## config.mk

```make
export PLATFORM = sky130hd
export DESIGN_NAME = int_responder_flat
export DESIGN_NICKNAME = d
export VERILOG_FILES = /design/src/rtl/int_responder_if.sv /design/src/rtl/int_responder.sv /design/src/flat_wrapper.sv
export SDC_FILE = /design/constraint.sdc
export NUM_CORES = 1
export LEC_CHECK = 0
export ABC_AREA = 1
export CORE_MARGIN = 4
export CORE_UTILIZATION = 65
export CTS_BUF_LIST = sky130_fd_sc_hd__clkbuf_8
export CTS_CLUSTER_SIZE = 12
export DETAILED_ROUTE_END_ITERATION = 16
export DONT_BUFFER_PORTS = 1
export HOLD_SLACK_MARGIN = 0.06
export PLACE_DENSITY = 0.84
export SKIP_LAST_GASP = 1
export SYNTH_ARGS = -nofsm -noshare
export SYNTH_HDL_FRONTEND = slang
export SYNTH_SLANG_ARGS = --single-unit
```

## constraint.sdc

```tcl
create_clock -name clk28 -period 3.9 [get_ports clk28]
set_input_delay 0.585 -clock clk28 [delete_from_list [all_inputs] [get_ports clk28]]
set_output_delay 0.585 -clock clk28 [all_outputs]
set_load 0.03 [all_outputs]
```

## src/rtl/int_responder_if.sv

```systemverilog
// rtl/int_responder_if.sv - Z80 bus signals seen by the interrupt responder
interface int_responder_if;
  logic        m1;
  logic        iorq;
  logic        rd;
  logic        wr;
  logic [15:0] a;
  logic [7:0]  d_in;
  logic [7:0]  d_out;
  logic        d_oe;

  modport master (output m1, iorq, rd, wr, a, d_in, input d_out, d_oe);
  modport slave  (input m1, iorq, rd, wr, a, d_in, output d_out, d_oe);
endinterface

```

## src/rtl/int_responder.sv

```systemverilog
// rtl/int_responder.sv - interrupt source arbiter and IM2 acknowledge responder
module int_responder #(
  parameter logic [15:0] CTRL_PORT  = 16'hBF1F,
  parameter logic [15:0] VEC_PORT   = 16'hBE1F,
  parameter int unsigned FRAME_HOLD = 32
) (
  input  logic            clk28,
  input  logic            rst,
  input  logic            clkcpu_ck,
  int_responder_if.slave  bus,
  input  logic            src_frame,
  input  logic            src_line,
  input  logic            src_ext,
  output logic            n_int
);

  typedef enum logic [1:0] {IDLE, ACK, DONE} state_t;

  state_t      state;
  logic [2:0]  en;
  logic        vec_en;
  logic [4:0]  base;
  logic [2:0]  pend;
  logic [7:0]  hold_cnt;
  logic [1:0]  idx;
  logic [2:0]  src_q;
  logic [2:0]  rise_q;
  logic        ack_q;
  logic        wr_q;

  logic [2:0]  src_now;
  logic [2:0]  masked;
  logic [2:0]  clr;
  logic [1:0]  pick;
  logic        ack_cyc;
  logic        ack_rise;
  logic        io_wr;
  logic        wr_edge;
  logic        ctrl_rd;
  logic        hold_expire;

  assign src_now  = {src_ext, src_line, src_frame};
  assign masked   = pend & en;
  assign ack_cyc  = bus.m1 & bus.iorq;
  assign ack_rise = ack_cyc & ~ack_q;
  assign io_wr    = bus.iorq & bus.wr & ~bus.m1;
  assign wr_edge  = io_wr & ~wr_q;
  assign ctrl_rd  = bus.iorq & bus.rd & ~bus.m1 & (bus.a == CTRL_PORT);
  assign hold_expire = pend[0] & clkcpu_ck & (hold_cnt <= 8'd1);

  always_comb begin
    pick = 2'd3;
    if (masked[2]) pick = 2'd2;
    if (masked[1]) pick = 2'd1;
    if (masked[0]) pick = 2'd0;
  end

  always_comb begin
    clr = 3'b000;
    if (wr_edge && bus.a == CTRL_PORT) clr = bus.d_in[6:4];
    if (state == IDLE && ack_rise && pick != 2'd3) clr = clr | (3'b001 << pick);
    if (hold_expire) clr[0] = 1'b1;
  end

  // Edge history keeps tracking through reset so a bus cycle or source level
  // already in progress when reset releases is not mistaken for a new edge.
  always_ff @(posedge clk28) begin
    src_q <= src_now;
    ack_q <= ack_cyc;
    wr_q  <= io_wr;
  end

  always_ff @(posedge clk28) begin
    if (rst) begin
      state     <= IDLE;
      en        <= 3'b001;
      vec_en    <= 1'b0;
      base      <= 5'b11111;
      pend      <= 3'b000;
      hold_cnt  <= 8'd0;
      idx       <= 2'd3;
      rise_q    <= 3'b000;
      n_int     <= 1'b1;
      bus.d_oe  <= 1'b0;
      bus.d_out <= 8'hFF;
    end else begin
      rise_q <= src_now & ~src_q;
      // Sets are applied after clears so a simultaneous set always wins.
      pend   <= (pend & ~clr) | rise_q;

      if (rise_q[0])
        hold_cnt <= 8'(FRAME_HOLD);
      else if (pend[0] && clkcpu_ck && hold_cnt != 8'd0)
        hold_cnt <= hold_cnt - 8'd1;

      if (clkcpu_ck) n_int <= ~|masked;

      if (wr_edge && bus.a == CTRL_PORT) begin
        en     <= bus.d_in[2:0];
        vec_en <= bus.d_in[3];
      end
      if (wr_edge && bus.a == VEC_PORT) base <= bus.d_in[7:3];

      case (state)
        IDLE: begin
          bus.d_oe  <= ctrl_rd;
          bus.d_out <= ctrl_rd ? {1'b0, pend, vec_en, en} : 8'hFF;
          if (ack_rise) begin
            idx   <= pick;
            state <= ACK;
          end
        end
        ACK: begin
          bus.d_out <= {base, idx, 1'b0};
          bus.d_oe  <= vec_en;
          if (!bus.iorq) begin
            bus.d_oe <= 1'b0;
            state    <= DONE;
          end
        end
        DONE: begin
          bus.d_oe <= 1'b0;
          if (!bus.m1) state <= IDLE;
        end
        default: begin
          bus.d_oe <= 1'b0;
          state    <= IDLE;
        end
      endcase
    end
  end

endmodule

```

## src/flat_wrapper.sv

```systemverilog
// flat-port wrapper written by rule: the top's interface ports become plain ports
module int_responder_flat 
#(
  parameter logic [15:0] CTRL_PORT  = 16'hBF1F,
  parameter logic [15:0] VEC_PORT   = 16'hBE1F,
  parameter int unsigned FRAME_HOLD = 32
)
  (clk28, rst, clkcpu_ck, src_frame, src_line, src_ext, n_int, bus_m1, bus_iorq, bus_rd, bus_wr, bus_a, bus_d_in, bus_d_out, bus_d_oe);
  int_responder_if bus_i ();
  input  logic clk28;
  input  logic rst;
  input  logic clkcpu_ck;
  input  logic src_frame;
  input  logic src_line;
  input  logic src_ext;
  output logic n_int;
  input wire logic [$bits(bus_i.m1)-1:0] bus_m1;
  input wire logic [$bits(bus_i.iorq)-1:0] bus_iorq;
  input wire logic [$bits(bus_i.rd)-1:0] bus_rd;
  input wire logic [$bits(bus_i.wr)-1:0] bus_wr;
  input wire logic [$bits(bus_i.a)-1:0] bus_a;
  input wire logic [$bits(bus_i.d_in)-1:0] bus_d_in;
  output wire logic [$bits(bus_i.d_out)-1:0] bus_d_out;
  output wire logic [$bits(bus_i.d_oe)-1:0] bus_d_oe;
  assign bus_i.m1 = bus_m1;
  assign bus_i.iorq = bus_iorq;
  assign bus_i.rd = bus_rd;
  assign bus_i.wr = bus_wr;
  assign bus_i.a = bus_a;
  assign bus_i.d_in = bus_d_in;
  assign bus_d_out = bus_i.d_out;
  assign bus_d_oe = bus_i.d_oe;
  int_responder #(.CTRL_PORT(CTRL_PORT), .VEC_PORT(VEC_PORT), .FRAME_HOLD(FRAME_HOLD)) u_core (.clk28(clk28), .rst(rst), .clkcpu_ck(clkcpu_ck), .bus(bus_i), .src_frame(src_frame), .src_line(src_line), .src_ext(src_ext), .n_int(n_int));
endmodule
```

==> results of run 1 <==
-- layout by cell type, fill, tap and decap left out, drive strengths merged, types with 5 or more instances in the layout --
cell type	n
nand3	29
a21oi	23
dfxtp	42
nor2	24
nand2	57
nand4	18
clkbuf	6
nor3	5
inv	32
o21ai	9
-- cell type report --
| type | count | area share [%] |
|---|---|---|
| sequential | 42 | 42.59 |
| tap | 31 | 1.965 |
| clock buffer | 6 | 4.183 |
| clock inverter | 2 | 0.4436 |
| inverter | 32 | 6.084 |
| multi-input combinational | 174 | 44.74 |
-- sequential cells by signal, summed over array words and instances (netlist names) --
name	count
u_core.rise_q	3
u_core.base	5
u_core.ack_q	1
u_core.bus.d_out	8
u_core.wr_q	1
u_core.bus.d_oe	1
u_core.n_int	1
u_core.src_q	3
u_core.pend	3
u_core.en	3
u_core.idx	2
u_core.state	2
u_core.vec_en	1
u_core.hold_cnt	8
-- power by group through the flow --
stage | clock, mW | sequential (mW) | combinational, mW
3_3_place_gp | 0 | 0.468 | 0.0524
5_1_grt | 0.305 | 0.460 | 0.0633
2_1_floorplan | 0 | 0.465 | 0.0528
6_report | 0.279 | 0.459 | 0.0542
3_5_place_dp | 0 | 0.469 | 0.0538
4_1_cts | 0.285 | 0.459 | 0.0544
-- metal layers --
metal	share of wire, %	GRT usage, %	routed length, um
met1	45	27.77	1735
met2	46	35.95	1774
met3	6.9	8.264	266
met4	1.4	8.182	55
met5	0	0	0
-- synth_stat cells (all sizes together) --
master / instances / area share, %
nand2: 57 / 12
inv: 31 / 6.1
ha: 2 / 1.3
a21oi: 23 / 6.1
clkbuf: 1 / 0.20
a221oi: 1 / 0.46
nor2: 24 / 5.4
xnor2: 1 / 0.46
nand3: 29 / 7.9
o21a: 1 / 0.40
dfxtp: 42 / 44
nand4: 18 / 6.3
o21ai: 9 / 2.4
nand3b: 1 / 0.40
clkinv: 1 / 0.20
nor3: 5 / 2.5
nor3b: 1 / 0.66
buf: 6 / 2.5
a31oi: 2 / 0.66
-- worst paths after layout --
kind,start,endpoint,slack (ns)
worst max-delay path,u_core.state[1]$_SDFFE_PP0P_,u_core.pend[2]$_SDFF_PP0_,2.27
worst min register to register,u_core.src_q[1]$_DFF_P_,u_core.rise_q[1]$_SDFF_PP0_,0.39
worst max register to register,u_core.state[1]$_SDFFE_PP0P_,u_core.pend[2]$_SDFF_PP0_,2.27
worst min-delay path,src_frame,u_core.src_q[0]$_DFF_P_,0.31
-- worst max-delay path, stage by stage (launching register included) --
cell,delay (ns)
dfxtp_1,0.42
nor2_2,0.43
inv_1,0.08
nor2_1,0.25
nand3_1,0.12
nand2_1,0.08
inv_1,0.04
nand2_1,0.05
a21oi_1,0.05
-- metrics by stage --
stage	cell area [um2]	hold WS, ns
finish	1974	0.3139
detailed placement	1883	0.3780
floorplan	1896	0.3665
global placement	1883	0.3685
global route	1974	0.2944
CTS	1974	0.3001
-- cell families after synthesis --
group           count (synthesis)  share of synthesized area [%]
simple gates                  135                          34.85
flops                          42                          44.36
buf+inv                        39                          9.042
compound gates                 36                          9.967
fa+ha+maj                       2                          1.320
xor+xnor                        1                         0.4621
==> impl_metrics.toml, run 1 <==
[global_routing]
antenna_found_initial = 0
grt_pass1_wl_mm = 6.196
grt_max_degree = 21
gr-total-overflow = 0
grt_pass1_vias = 1420
grt_usage_pct = 22.52

[cts]
cts_buffer_depth = 2
clock-root-buffer = "clkbuf_8"
htree_levels = 2
insertion_delay_ns = 0.30
clock-sinks = 42
cts_buffers = 5
tritoncts = "built"
clk_pin_slew_ns = 0.08
hold_buffers = 0
post-cts-setup-buffers = 0
cts_resized = 0

[cells_and_area]
instances_no_fill = 287
antenna_cells = 0
final_util_pct = 70.99
regArea_um2 = 840.8
n_fill_cell = 237
drive_gt1_share_pct = 7.031
syn2layout_area_growth_pct = 4.158
multi_input_area_um2 = 883.3
finalNetCount = 291

[worst_setup_path]
cp.arrival_ns = 1.82
cp-end-kind = "flop"
critPathMaxFanout = 11
worstRegToRegCells = 8
cp.required_ns = 4.09
critical_path_class = "flop to flop"
cp-start-kind = "flop"

[route]
dr.pass1.iters = 4
wl_per_cell_um = 13.35
drc = 0
vias = 1617
avgViaCountPerCell = 5.634
ant_nets = 0
wirelength_mm = 3.832
drt_iter0_drc = 91

[sta]
fmax_ghz = 0.6123
slew_violations = 0
max_slew_margin_pct = 68.91
finalClockSkew_ns = 0.009380
finalSetupTns_ns = 0
final.min_clock_period_ns = 1.633
grt_setup_unrepaired = "false"
fin_crit_sh_pct = 41.88
worstMarginPinSlew_ns = 0.4649
setup_violations = 0
finalHoldViolCount = 0
setup_ws_ns = 2.267

[floorplanning]
die-area_um2 = 3844
rows = 19
die_h_um = 62
core_area_um2 = 2781
ios = 44
start_util_pct = 68.15
fp.dieW_um = 62

[power_and_ir_drop]
p_int_uw = 601.3
power_frac_seq_pct = 57.9
netSwitchingFraction_pct = 24.10
ir_worst_vdd_v = 0.0003790
switchingPower_uw = 190.9
power_uw = 792.3
power-per-cell-area_nw_per_um2 = 401.3
pwr-share-clk_pct = 35.3
p_comb_share_pct = 6.8
leakagePower_nw = 0.8446

[yosys]
synth_area_um2 = 1896
ys_seq_area_share_pct = 44.36
synth_cell_types = 28
synth_warnings = 0
ys_ff_latch = 42
syn-instance-count = 255
syn-num-nets = 291
postSynthAreaPerCell_um2 = 7.434

[place]
gp_congestion = 0.8515
pre_cts_ws_ns = 2.193
placedCellCount = 279
hpwl_mm = 2.940
placement.io_buffers = 0

[outcome]
status = "finished, final reports clean"

[worst_hold_path]
hp-class = "input pin to flop"
worstHoldPathCells = 0

[flow_run]
drv_cap = 0
(Power assumes the default switching activity.)
==> inputs of run 2 (changes only) <==
--- a/config.mk
+++ b/config.mk
@@ -7,13 +7,13 @@
 export LEC_CHECK = 0
 export ABC_AREA = 1
 export CORE_MARGIN = 4
-export CORE_UTILIZATION = 65
+export CORE_UTILIZATION = 59
 export CTS_BUF_LIST = sky130_fd_sc_hd__clkbuf_8
 export CTS_CLUSTER_SIZE = 12
 export DETAILED_ROUTE_END_ITERATION = 16
 export DONT_BUFFER_PORTS = 1
 export HOLD_SLACK_MARGIN = 0.06
-export PLACE_DENSITY = 0.84
+export PLACE_DENSITY = 0.81
 export SKIP_LAST_GASP = 1
 export SYNTH_ARGS = -nofsm -noshare
 export SYNTH_HDL_FRONTEND = slang
==> constraint.sdc (replaced) <==
create_clock -name clk28 -period 1.5 [get_ports clk28]
set_input_delay 0.225 -clock clk28 [delete_from_list [all_inputs] [get_ports clk28]]
set_output_delay 0.225 -clock clk28 [all_outputs]
set_load 0.03 [all_outputs]
==> run 2 against run 1 <==
Net effect: final cell count is 10% higher; critical path type unchanged; die area is 8.8% higher; cell area is 8.4% higher; combinational power grew to 3.4 times the previous value; highest routed layer unchanged; critical path depth stayed put; clock skew hardly changed; sequential share of layout area is 3.2 points lower; sequential power grew to 2.6 times the previous value; first-iteration DRC count is 42% higher; count of clock-buffer cells in the layout is 1 lower.
==> impl_metrics.toml, run 2 (synthesized netlist as in run 1, its figures left out) <==
[worst_hold_path]
hp-start = "bus_d_in[0]"
worstHoldPathCells = 2
hp-class = "input pin to flop"
hold_end = "u_core.en[0]$_SDFFE_PP1N_"

[global_routing]
gr-total-overflow = 0
grt_pass1_wl_mm = 6.969
antenna_found_initial = 0
grt_usage_pct = 21.86
gr-usage-met2_pct = 34.41
grt_max_degree = 18
grt_pass1_vias = 1571
met1_usage_pct = 27.01
grt-busiest-layer = "met2"
met3_usage_pct = 7.106

[route]
drt_iter0_drc = 129
vias = 1712
drc = 0
wl_per_cell_um = 12.91
avgViaCountPerCell = 5.401
wirelength_mm = 4.093
dr.pass1.iters = 4
ant_nets = 0

[cells_and_area]
final_common_cell = "nand2_1"
final_cell_mix = "54 x nand2_1, 40 x dfxtp_1, 31 x inv_1"
reg_top3 = "u_core.bus.d_out: 8 flops, u_core.hold_cnt: 8 flops, u_core.base: 5 flops"
multi_input_area_um2 = 883.3
n_fill_cell = 242
antenna_cells = 0
regArea_um2 = 843.3
drive_gt1_share_pct = 10.99
finalNetCount = 309
syn2layout_area_growth_pct = 12.87

[cts]
cts_buffer_depth = 2
cts_buffers = 5
clock-root-buffer = "clkbuf_8"
htree_levels = 2
clk_pin_slew_ns = 0.08
insertion_delay_ns = 0.29
clock-sinks = 42
tritoncts = "built"

[sta]
fmax_ghz = 0.7188
max_slew_margin_pct = 60.26
final.min_clock_period_ns = 1.391
setup_violations = 0
grt_setup_unrepaired = "false"
fin_crit_sh_pct = 92.75
finalClockSkew_ns = 0.008923
worstMarginPinSlew_ns = 0.5941
slew_violations = 0
setup_ws_ns = 0.1088
finalHoldViolCount = 0
finalSetupTns_ns = 0

[flow_run]
drv_cap = 0

[worst_setup_path]
worstRegToRegCells = 8
crit-reg2reg-launch = "u_core.hold_cnt[0]$_SDFFE_PP0P_"
crit_chain = "inv_1 -> ha_1 -> nand2_1 -> nor2_1 -> nor2_2 -> buf_6 -> nand2_1 -> a21oi_1"
critPathMaxFanout = 6
cp_top_family = "simple AND/OR/NAND/NOR gates"
cpMostUsedCell = "nand2_1"
cp-start-kind = "flop"
cp.arrival_ns = 1.60
cp.required_ns = 1.71
critPathBufInv = 2
timing.rr.end = "u_core.hold_cnt[0]$_SDFFE_PP0P_"
r2r_slack_ns = 0.11
crit_path_max_incr_delay_ns = 0.34
critical_path_class = "flop to flop"
cp-end-kind = "flop"
slowest_stage = "dfxtp_2"

[place]
gp_congestion = 0.8418
pre_cts_ws_ns = 0.1141
placement.io_buffers = 0
hpwl_mm = 3.013

[power_and_ir_drop]
ir_worst_vdd_v = 0.0008035
leakagePower_nw = 0.9214
power-per-cell-area_nw_per_um2 = 958.3

[floorplanning]
rows = 20
die_h_um = 64.68
die-area_um2 = 4184
start_util_pct = 62.09
core_area_um2 = 3053
fp.dieW_um = 64.68
ios = 44

[outcome]
status = "finished, final reports clean"
run 2: changes by cell type in the layout (fill, tap and decap cells not counted), sizes merged:
| cell | change |
|---|---|
| clkinv | +1 |
| buf | +10 |
| inv | -1 |
| clkbuf | -1 |
| dlygate4sd3 | +8 |
run 2: layer usage:
metal | part of all wire [%] | up-vias
li1 | - | 881
met1 | 41 | 756
met2 | 49 | 65
met3 | 7.6 | 10
met4 | 2.6 | 0
met5 | 0 | -
run 2: worst register-to-register path, stage by stage (launching register included):
cell and delay, ns:
dfxtp_2 0.34, inv_1 0.05, ha_1 0.21, nand2_1 0.08
nor2_1 0.05, nor2_2 0.20, buf_6 0.15, nand2_1 0.07
a21oi_1 0.17
run 2: per-stage QoR:
step                instance area, um2  total power, mW  instances  hold slack (ns)  utilization, %
finish                            2140            2.050        317           0.1025           70.08
detailed placement                1967            1.371        301           0.2528           64.43
floorplan                         1896            1.346        255           0.2527               -
global placement                  1967            1.366        301           0.2528           64.43
global route                      2140            2.156        317          0.09629           70.08
CTS                               2116            2.062        315          0.06157           69.30
run 2: power by group:
group	switching [mW]	internal [mW]	leakage (nW)
clock	0.368	0.312	0.0438
sequential	0.0395	1.15	0.344
combinational	0.107	0.0743	0.534
run 2: worst max path at each step:
stage	startpoint	endpoint	slack, ns	depth (start not counted)
after CTS	u_core.hold_cnt[0]$_SDFFE_PP0P_	u_core.hold_cnt[3]$_SDFFE_PP0P_	0.10	9
after global placement	u_core.hold_cnt[0]$_SDFFE_PP0P_	u_core.hold_cnt[3]$_SDFFE_PP0P_	0.17	9
after floorplan	u_core.hold_cnt[0]$_SDFFE_PP0P_	u_core.hold_cnt[5]$_SDFFE_PP0P_	0.10	10
after detailed placement	u_core.hold_cnt[0]$_SDFFE_PP0P_	u_core.hold_cnt[3]$_SDFFE_PP0P_	0.11	9
after global routing	u_core.hold_cnt[1]$_SDFFE_PP0P_	u_core.hold_cnt[3]$_SDFFE_PP0P_	0.002	9
final	u_core.hold_cnt[0]$_SDFFE_PP0P_	u_core.hold_cnt[0]$_SDFFE_PP0P_	0.11	8
run 2: timing repair:
action / CTS / global route
hold buffers: 7 / 1
resized for setup: 0 / 4
setup buffers: 0 / 1
setup endpoints to repair: 0 / 3
hold endpoints to repair: 24 / 1
run 2: final cells by class:
| type | count | share of cell area [%] |
|---|---|---|
| Multi-Input combinational cell | 174 | 41.29 |
| Clock inverter | 2 | 0.4678 |
| Sequential cell | 42 | 39.42 |
| Inverter | 32 | 5.614 |
| Tap cell | 44 | 2.573 |
| Clock buffer | 5 | 3.216 |
| Timing Repair Buffer | 18 | 7.427 |
